**src/rtl/note_sequencer.sv**
```systemverilog
// Timed note-event scheduler: CPU pushes {ch, dur, period} events into a FIFO, the block writes each
// period to the selected oscillator over its master port, then holds for dur ticks of (DIV+1) clocks.
module note_sequencer #(
  parameter int          FIFO_DEPTH = 16,
  parameter logic [31:0] CH0_ADDR   = 32'h0700_0000,
  parameter logic [31:0] CH1_ADDR   = 32'h0800_0000,
  parameter logic [31:0] CH2_ADDR   = 32'h0A00_0000,
  parameter logic [31:0] CH3_ADDR   = 32'h0B00_0000
) (
  input  logic        clk,
  input  logic        reset,
  input  logic        valid,
  output logic        ready,
  input  logic [3:0]  wstrb,
  input  logic [31:0] addr,
  input  logic [31:0] wdata,
  output logic [31:0] rdata,
  output logic        m_valid,
  input  logic        m_ready,
  output logic [31:0] m_addr,
  output logic [31:0] m_wdata,
  output logic [3:0]  m_wstrb
);

  localparam int PW = (FIFO_DEPTH > 1) ? $clog2(FIFO_DEPTH) : 1;
  localparam int CW = PW + 1;

  typedef enum logic [1:0] {S_IDLE, S_FETCH, S_WRITE, S_WAIT} state_t;
  typedef enum logic [1:0] {R_CTRL, R_STAT, R_PUSH, R_DIV} reg_t;

  state_t state, state_nxt;

  logic [31:0]   fifo_mem [FIFO_DEPTH];
  logic [PW-1:0] wr_ptr, rd_ptr;
  logic [CW-1:0] count;
  logic          empty, full, overflow, en, busy;
  logic [23:0]   div, tick_cnt;
  logic [13:0]   cur_dur, remaining;
  logic [31:0]   head, rd_mux;
  reg_t          sel;
  logic          access, wr, push_req, push_ok, clr, pop, tick, hs;
  logic          unused_addr_bits;

  function automatic logic [31:0] ch_addr(input logic [1:0] ch);
    case (ch)
      2'd0:    return CH0_ADDR;
      2'd1:    return CH1_ADDR;
      2'd2:    return CH2_ADDR;
      default: return CH3_ADDR;
    endcase
  endfunction

  assign unused_addr_bits = ^{addr[31:4], addr[1:0]};

  assign sel      = reg_t'(addr[3:2]);
  assign access   = valid && !ready;          // first cycle of an access only
  assign wr       = access && (wstrb != 4'b0000);
  assign push_req = wr && (sel == R_PUSH);
  assign clr      = wr && (sel == R_CTRL) && wdata[1];
  assign empty    = (count == '0);
  assign full     = (count == CW'(FIFO_DEPTH));
  assign busy     = (state != S_IDLE);
  assign head     = fifo_mem[rd_ptr];
  assign pop      = (state == S_FETCH) && en && !empty;
  assign push_ok  = push_req && (!full || pop);
  assign tick     = (state == S_WAIT) && en && (tick_cnt == div);
  assign hs       = m_valid && m_ready;
  assign m_wstrb  = {4{m_valid}};

  always_comb begin
    rd_mux = '0;
    case (sel)
      R_CTRL:  rd_mux = {31'h0, en};
      R_STAT:  rd_mux = {20'h0, overflow, busy, full, empty, 8'(count)};
      R_PUSH:  rd_mux = '0;
      R_DIV:   rd_mux = {8'h0, div};
      default: rd_mux = '0;
    endcase
  end

  // Slave side: one-cycle ready pulse, registers updated on the first cycle of the access.
  always_ff @(posedge clk) begin
    if (reset) begin
      ready <= 1'b0;
      rdata <= '0;
      en    <= 1'b0;
      div   <= '0;
    end else begin
      ready <= access;
      rdata <= access ? rd_mux : '0;
      if (wr && sel == R_CTRL) en  <= wdata[0];
      if (wr && sel == R_DIV)  div <= wdata[23:0];
    end
  end

  // NOTE: storage has no reset; only pointers and count define what is valid.
  always_ff @(posedge clk) begin
    if (push_ok) fifo_mem[wr_ptr] <= wdata;
  end

  always_ff @(posedge clk) begin
    if (reset || clr) begin
      wr_ptr   <= '0;
      rd_ptr   <= '0;
      count    <= '0;
      overflow <= 1'b0;
    end else begin
      if (push_ok) wr_ptr <= wr_ptr + PW'(1);
      if (pop)     rd_ptr <= rd_ptr + PW'(1);
      case ({push_ok, pop})
        2'b10:   count <= count + CW'(1);
        2'b01:   count <= count - CW'(1);
        default: count <= count;
      endcase
      if (push_req && !push_ok) overflow <= 1'b1;
    end
  end

  always_ff @(posedge clk) begin
    if (reset) state <= S_IDLE;
    else       state <= state_nxt;
  end

  // NOTE: next state defaults to current state first so no path leaves it unassigned.
  always_comb begin
    state_nxt = state;
    case (state)
      S_IDLE:  if (en && !empty) state_nxt = S_FETCH;
      S_FETCH: begin
        if (pop)        state_nxt = S_WRITE;
        else if (empty) state_nxt = S_IDLE;
      end
      S_WRITE: if (hs) state_nxt = (cur_dur == '0) ? S_IDLE : S_WAIT;
      S_WAIT:  if (tick && remaining == 14'd1) state_nxt = S_IDLE;
      default: state_nxt = S_IDLE;
    endcase
  end

  // Master datapath; m_valid rises one cycle into WRITE and drops after the handshake.
  always_ff @(posedge clk) begin
    if (reset) begin
      m_valid   <= 1'b0;
      m_addr    <= '0;
      m_wdata   <= '0;
      cur_dur   <= '0;
      remaining <= '0;
      tick_cnt  <= '0;
    end else begin
      case (state)
        S_FETCH: if (pop) begin
          cur_dur <= head[29:16];
          m_addr  <= ch_addr(head[31:30]);
          m_wdata <= {16'h0, head[15:0]};
        end
        S_WRITE: begin
          if (hs) begin
            m_valid   <= 1'b0;
            remaining <= cur_dur;
            tick_cnt  <= '0;
          end else begin
            m_valid <= 1'b1;
          end
        end
        S_WAIT: if (en) begin
          if (tick) begin
            tick_cnt  <= '0;
            remaining <= remaining - 14'd1;
          end else begin
            tick_cnt <= tick_cnt + 24'd1;
          end
        end
        default: ;
      endcase
    end
  end

endmodule

```
**config.mk**
```make
export PLATFORM = sky130hd
export DESIGN_NAME = note_sequencer
export DESIGN_NICKNAME = d
export VERILOG_FILES = /design/src/rtl/note_sequencer.sv
export SDC_FILE = /design/constraint.sdc
export NUM_CORES = 1
export LEC_CHECK = 0
export ABC_AREA = 1
export CORE_ASPECT_RATIO = 0.8
export CORE_MARGIN = 1
export CORE_UTILIZATION = 55
export CTS_BUF_LIST = sky130_fd_sc_hd__clkbuf_16
export DETAILED_ROUTE_END_ITERATION = 8
export PLACE_DENSITY = 0.83
export SYNTH_ARGS = -nofsm -noshare
export SYNTH_HDL_FRONTEND = slang
export SYNTH_SLANG_ARGS = --single-unit
```
**constraint.sdc**
```tcl
create_clock -name clk -period 3.9 [get_ports clk]
set_input_delay 0.585 -clock clk [delete_from_list [all_inputs] [get_ports clk]]
set_output_delay 0.585 -clock clk [all_outputs]
set_load 0.02 [all_outputs]
```
# Yosys cells after proc, flatten, opt, wreduce, memory -nomap -nowiden
# Memories as Yosys holds them, arrays and structs flattened. A register that Yosys moved wholly into a read port is not among the register bits.
# Index checks and enable logic that the tools add are counted.
[classes] n_addsub=6 n_eq_ne=19 n_mux=23 bitwise=1 n_reduce_logical=35
[ops] operator="$pmux 32 s4" count=1
[ops] operator="$pmux 28 s3" count=1
[ops] operator="$mux 24" count=3
[ops] operator="$pmux 24 s2" count=1
[ops] operator="$mux 14" count=3
[ops] operator="$pmux 14 s2" count=1
[ops] operator="$add 24x1->24 const B" count=1
[ops] operator="$eq 24x24->1" count=1
[ops] operator="$logic_and 1x1->1" count=15
[ops] operator="$eq 14x1->1 const B" count=1
[ops] operator="$logic_not 14->1" count=1
[ops] operator="$sub 14x1->14 const B" count=1
[ops] operator="$eq 2x2->1 const B" count=6
[ops] operator="$mux 2" count=6
[ops] operator="$pmux 5 s2" count=1
[ops] operator="$add 4x1->4 const B" count=2
[ops] operator="$eq 2x1->1 const B" count=4
[ops] operator="$mux 4" count=2
[ops] operator="$ne 2x2->1 const B" count=4
[ops] operator="$pmux 2 s4" count=1
[ops] operator="$reduce_and 4->1" count=2
[ops] operator="$logic_not 2->1" count=3
[ops] operator="$reduce_bool 2->1" count=3
[ops] operator="$add 5x1->5 const B" count=1
[ops] operator="13 further kinds" count=19
[totals] regBits=175 ramBits=512 memories=1
[mem_list] memory="fifo_mem" depth=16 width=32 read_ports=1 rd_clocked_by_memory_dff=1 wr=1 line="33" text="logic [31:0] fifo_mem [FIFO_DEPTH];"

# Depth between registers and ports, before layout
# Gate-level depths: netlist of run 1.
[logic_depth] ltp_word=7 mapped_depth=14

# Worst setup path after synthesis of run 1
# Ideal clock, no wire load.
[synth_timing] path_kind="input port to flip-flop" from="input port valid" to="memory fifo_mem[11][0] (enable)" setup_time_ps=421 arrival_time_ps=2754 required_ps=3479 path_slack_ps=725 stages=8 cell_sequence="inv_1 -> nor2_1 -> nand3_1 -> nor2_1 -> nand2_2 -> nor2_1 -> inv_1 -> nor2_1"
[synth_between] elab_chain_len=6
[synth_lines] element="start, declared" line="12" text="input logic valid,"
[synth_lines] element="$logic_and 1x1->1" line="56" text="assign access = valid && !ready;"
[synth_lines] element="$logic_and 1x1->1" line="57" text="assign wr = access && (wstrb != 4'b0000);"
[synth_lines] element="$logic_and 1x1->1" line="58" text="assign push_req = wr && (sel == R_PUSH);"
[synth_lines] element="$logic_and 1x1->1" line="65" text="assign push_ok = push_req && (!full || pop);"
[synth_lines] element="$mux 1" line="98" text="if (push_ok) fifo_mem[wr_ptr] <= wdata;"
[synth_lines] element="$mux 1 (not written as such)" line="98"
[synth_lines] element="end, declared" line="33"
# Every way passes these cells.

# Final worst setup path of run 1
[layout_timing] from="register en" to="memory fifo_mem[10][18] (enable)"
[layout_between] elab_chain_len=6
[layout_lines] element="start, declared" line="36" text="logic empty, full, overflow, en, busy;"
[layout_lines] element="start signal, assigned" line="91" text="if (wr && sel == R_CTRL) en <= wdata[0];"
[layout_lines] element="$logic_and 1x1->1 (2 in series)" line="64" text="assign pop = (state == S_FETCH) && en && !empty;"
[layout_lines] element="$logic_or 1x1->1" line="65"
[layout_lines] element="$logic_and 1x1->1" line="65"
[layout_lines] element="$mux 1" line="98"
[layout_lines] element="$mux 1 (not written as such)" line="98"
# Every way passes these cells.

==> results_dict.tcl, run 1 <==
set metrics [dict create \
    cts_setup_buffers 0 \
    firstDrtPassIters 6 \
    peakVddDrop_mv 0.3552 \
    cp-end-kind "flip-flop" \
    clock_latency_ns 0.64 \
    yosys-top-cells-area "edfxtp_1 55%, dfxtp_1 10%, inv_1 5.3%" \
    crit_chain "inv_1 > nor3_1 > nand2_2 > nand2_1 > nand2_2 > inv_2 > nand2_1 > nor2_4 > buf_12" \
    slew_headroom 0.2860 \
    postPlaceCellArea_um2 29440 \
    yosys_warnings 0 \
    grt_usage 0.2618 \
    cts_hold_buf 0 \
    cts_resized 0 \
    fin_cells 3410 \
    cts.sinks 655 \
    status "complete, no violations" \
    yosysTopAreaCellShare 0.5518 \
    cp_slowest_cell "nor2_4" \
    p_per_area_nw_per_um2 440.8 \
    start_util 0.5587 \
    tritoncts "yes" \
    gp_congestion 0.8796 \
    synthFlopType "edfxtp_1" \
    ys_seq_area_frac 0.6545 \
    clock_skew_ns 0.02095 \
    wirelength_um 66310 \
    cp_top_family "simple AND/OR/NAND/NOR gates" \
    fin_setup_tns_ns 0 \
    stdcell_area_um2 31240 \
    critPathArrivalTime_ns 3.34 \
    cts-root-buf "clkbuf_16" \
    crit_required_ns 4.23 \
    die-area_um2 51570 \
    synthToLayoutAreaGrowth_pct 12.12 \
    portBuffers 91 \
    crit_type "reg2reg" \
    drt-vias-per-instance 5.714 \
    drt-wirelength-per-cell_um 19.45 \
    die_w_um 253.7 \
    dp.cells 3298 \
    setup_viol 0 \
    clk_pin_slew_worst_paths_ns 0.07 \
    drc 0 \
    power_w 0.01377 \
    grt_pass1_vias 18990 \
    route.vias.total 19490 \
    antenna_found_initial 1 \
    ys_seq_elements 655 \
    grt_setup_unrepaired "no" \
    synth.most_common_cell "edfxtp_1" \
    slowest_delay_ns 0.51 \
    clock_path_buffers 3 \
    synth_async_sr_flop_share 0 \
    hpwl_um 41280 \
    worst-path-buf-inv 3 \
    synth_top_area_cell "edfxtp_1" \
    start_kind "flip-flop" \
    hold_path_class "reg2reg" \
    syn-cell-area_um2 27860 \
    core-area_um2 49870 \
    netlist_instances 2622 \
    fmaxAchievable_ghz 0.3322 \
    hold_viol 0 \
    critPathMaxFanout 19 \
    max-cap-violations 0 \
    synth_common_cells "512 x edfxtp_1, 390 x inv_1, 320 x nand2_1" \
    drt-initial-drc-count 2250 \
    grt_pass1_wl_um 104400 \
    fin_util 0.6264 \
    period_minus_slack_ns 3.011 \
    row_count 73 \
    cts_inserted_buffers 60 \
    avgSynthCellArea_um2 10.63 \
    drv_slew 0 \
    nets 2772 \
    post-route-period-util 0.7719 \
    synth.distinct_cells 43 \
    synth-edff-count 512 \
    worst_pin_slew_ns 1.071 \
    drive_gt1_frac 0.06293 \
    ant_nets 0 \
    pin_count 174 \
    p_leak_nw 11.41 \
    grt-ovfl-total 0 \
    die_y_um 203.3 \
    htreeDepth 2 \
    grt_max_degree 129 \
]
[path summary, 6_finish.rpt]
path                                           start                         end  cells past startpoint  slack, ns
worst max-delay path                 en$_SDFFE_PP0P_  fifo_mem[10][18]$_DFFE_PP_                      9       0.89
worst min-delay path            div[20]$_SDFFE_PP0P_        rdata[20]$_SDFF_PP0_                      2       0.48
worst max register to register       en$_SDFFE_PP0P_  fifo_mem[10][18]$_DFFE_PP_                      9       0.89
worst min register to register  div[20]$_SDFFE_PP0P_        rdata[20]$_SDFF_PP0_                      2       0.48
[tightest hold or removal path, stage by stage, from the launching register on]
cell     delay [ns]
dfxtp_1        0.32
inv_1          0.07
nor3_1         0.05
[registers in the layout (all words and copies together), names as in the netlist, 5 cells and up, named ones only]
signal and flops:
tick_cnt 24, cur_dur 14, div 24, count 5, m_wdata 16, remaining 14
rdata 24, fifo_mem 512
[layout by cell type (no fill, tap or decap), drive strengths merged, types with 91 or more instances in the layout]
| cell | count |
|---|---|
| a21oi | 193 |
| clkdlybuf4s50 | 91 |
| dfxtp | 143 |
| edfxtp | 512 |
| inv | 415 |
| nand2 | 328 |
| nand3 | 264 |
| nor2 | 129 |
| o211ai | 159 |
| o21ai | 189 |
[layout make-up]
cell class / instances / area (um^2)
antenna: 2 / 5.005
multi-input combinational: 1426 / 7410
clock buffer: 60 / 1501
timing repair buffer: 144 / 1446
clock inverter: 50 / 291.5
fill: 3668 / 18630
tap: 675 / 844.6
sequential: 655 / 18250
inverter: 398 / 1494
[layer usage]
metal,share of wire,vias up,routed length (um),global-route usage
met5,0.00020,-,13,0
met4,0.026,2,1715,0.07982
met3,0.084,125,5596,0.04569
met2,0.48,902,32050,0.4371
met1,0.41,9409,26930,0.3513
li1,-,9047,-,-
[stage by stage]
stage | setup slack, ns | hold slack, ns
after floorplan | 0.7251 | 0.4371
after global placement | 0.6391 | 0.4520
after detailed placement | 0.5733 | 0.4630
after CTS | 1.003 | 0.4765
after global routing | 0.7313 | 0.4924
final | 0.8894 | 0.4751
[kinds of logic after synthesis]
family	count (synthesis)	share of synthesized area
AOI/OAI and AO/OA	553	0.1147
adders and majority gates	15	0.007005
buffers and inverters	592	0.09075
muxes	9	0.003233
xor gates and xnor gates	22	0.006915
DFF	655	0.6545
other	1	0.0001346
and+or+nand+nor	775	0.1228
[power breakdown]
part | leakage (nW) | switching, W | total (W) | internal (W)
combinational | 4.72 | 0.000499 | 0.000702 | 0.000203
sequential | 5.76 | 0.0000420 | 0.00761 | 0.00757
clock | 0.926 | 0.00254 | 0.00546 | 0.00292
No activity file was read; power rests on OpenSTA's default activity.
==> run 2, diff against run 1 <==
Clock period 3.9 ns to 3.12 ns, I/O delays scaled along.
==> run 2 against run 1 <==
  * Critical path depth up 4
  * Maximum frequency is 17% higher
  * Cell count up 0.29%
  * Design area increased by 1.0%
==> results_dict.tcl, run 2 (same netlist as run 1, synthesis figures left out) <==
set metrics [dict create \
    drv_slew 0 \
    worst_pin_slew_ns 0.9604 \
    synthToLayoutAreaGrowth_pct 13.26 \
    cts_setup_buffers 0 \
    grt_pass1_vias 18940 \
    p_per_area_nw_per_um2 557.1 \
    final_cell_mix "512 x edfxtp_1, 397 x inv_1, 320 x nand2_1" \
    largest_reg_flops 512 \
    grt-ovfl-total 0 \
    drt-vias-per-instance 5.749 \
    clk_pin_slew_worst_paths_ns 0.06 \
    wirelength_um 67130 \
    grt_max_degree 96 \
    antenna_found_initial 2 \
    max-cap-violations 0 \
    die_w_um 253.7 \
    largest-register "fifo_mem" \
    cts.sinks 655 \
    route.vias.total 19660 \
    slew_headroom 0.3597 \
    critPathArrivalTime_ns 3.09 \
    grt_setup_unrepaired "no" \
    pin_count 174 \
    critPathMaxFanout 12 \
    gp_congestion 0.9415 \
    hold_viol 0 \
    drt-wirelength-per-cell_um 19.63 \
    drc 0 \
    num_antenna_cells 0 \
    peakVddDrop_mv 0.4808 \
    status "complete, no violations" \
    post-route-period-util 0.8254 \
    grt_pass1_wl_um 104500 \
    crit_type "reg2reg" \
    hold_ws_ns 0.4781 \
    drt-initial-drc-count 2337 \
    cp-end-kind "flip-flop" \
    fillers 3641 \
    clock_path_buffers 3 \
    start_util 0.5587 \
    htreeDepth 2 \
    row_count 73 \
    firstDrtPassIters 8 \
    cts_hold_buf 0 \
    setup_viol 0 \
    drive_gt1_frac 0.06958 \
    die-area_um2 51570 \
    grt_usage 0.2637 \
    cts_resized 0 \
    start_kind "flip-flop" \
    hold_path_class "reg2reg" \
    fmaxAchievable_ghz 0.3883 \
    nets 2782 \
    period_minus_slack_ns 2.575 \
    clock_latency_ns 0.64 \
    hpwl_um 41970 \
    p_leak_nw 11.54 \
    cts_inserted_buffers 59 \
    cts-root-buf "clkbuf_16" \
    ant_nets 0 \
    clock_skew_ns 0.02952 \
    fin_setup_tns_ns 0 \
    crit_required_ns 3.63 \
    tritoncts "yes" \
    portBuffers 91 \
    die_y_um 203.3 \
    r2r_slack_ns 0.54 \
    final_common_cell "edfxtp_1" \
    core-area_um2 49870 \
]
[run 2: cell types whose count changed in the layout (fill, tap and decap cells not counted), sizes merged]
cell | previous run | this run
diode | 2 | 0
clkinvlp | 4 | 2
clkinv | 27 | 33
bufinv | 2 | 6
buf | 53 | 64
inv | 415 | 409
clkbuf | 60 | 59
[run 2: final timing paths]
| check | from | endpoint | cells after the start |
|---|---|---|---|
| max | count[0]$_SDFFE_PP0P_ | count[4]$_SDFFE_PP0P_ | 13 |
| min | div[20]$_SDFFE_PP0P_ | rdata[20]$_SDFF_PP0_ | 2 |
| max reg2reg | count[0]$_SDFFE_PP0P_ | count[4]$_SDFFE_PP0P_ | 13 |
| min reg2reg | div[20]$_SDFFE_PP0P_ | rdata[20]$_SDFF_PP0_ | 2 |
[run 2: area by class of cell]
cell class / instances / area, um^2 / area share
inverter: 398 / 1494 / 0.04734
tap: 675 / 844.6 / 0.02676
clock buffer: 59 / 1476 / 0.04678
clock inverter: 52 / 421.7 / 0.01336
sequential: 655 / 18250 / 0.5782
timing repair buffer: 155 / 1667 / 0.05281
multi-input combinational: 1426 / 7410 / 0.2348
[run 2: stage by stage]
step / cell area, um^2 / instances / utilization / worst slack, ns / total power [W]
finish: 31560 / 3420 / 0.6328 / 0.5449 / 0.01758
global route: 31560 / 3420 / 0.6328 / 0.3405 / 0.01810
CTS: 31560 / 3420 / 0.6328 / 0.5588 / 0.01764
detailed placement: 29660 / 3309 / 0.5948 / 0.1995 / 0.01058
global placement: 29660 / 3309 / 0.5948 / 0.1822 / 0.01054
floorplan: 28060 / 2673 / - / 0.06207 / 0.01027
[run 2: routing by layer]
metal / wire (um) / GRT usage
met1: 26660 / 0.3518
met2: 31730 / 0.4285
met3: 6195 / 0.04914
met4: 2512 / 0.1056
met5: 26 / 0
[run 2: power breakdown]
part           switching, W  internal [W]  total [W]
sequential        0.0000539       0.00946    0.00951
clock               0.00322       0.00395    0.00717
combinational      0.000635      0.000267   0.000903
total               0.00391        0.0137     0.0176
[run 2: worst max-delay path, stage by stage, from the launching register on]
cell,delay [ns]
dfxtp_1,0.33
inv_1,0.18
nand4_1,0.24
nand2_2,0.23
inv_2,0.14
nand2_1,0.15
inv_1,0.10
ha_1,0.35
inv_1,0.06
o31ai_1,0.30
or2_2,0.18
nand3_1,0.08
nand2_1,0.09
nor2_1,0.04
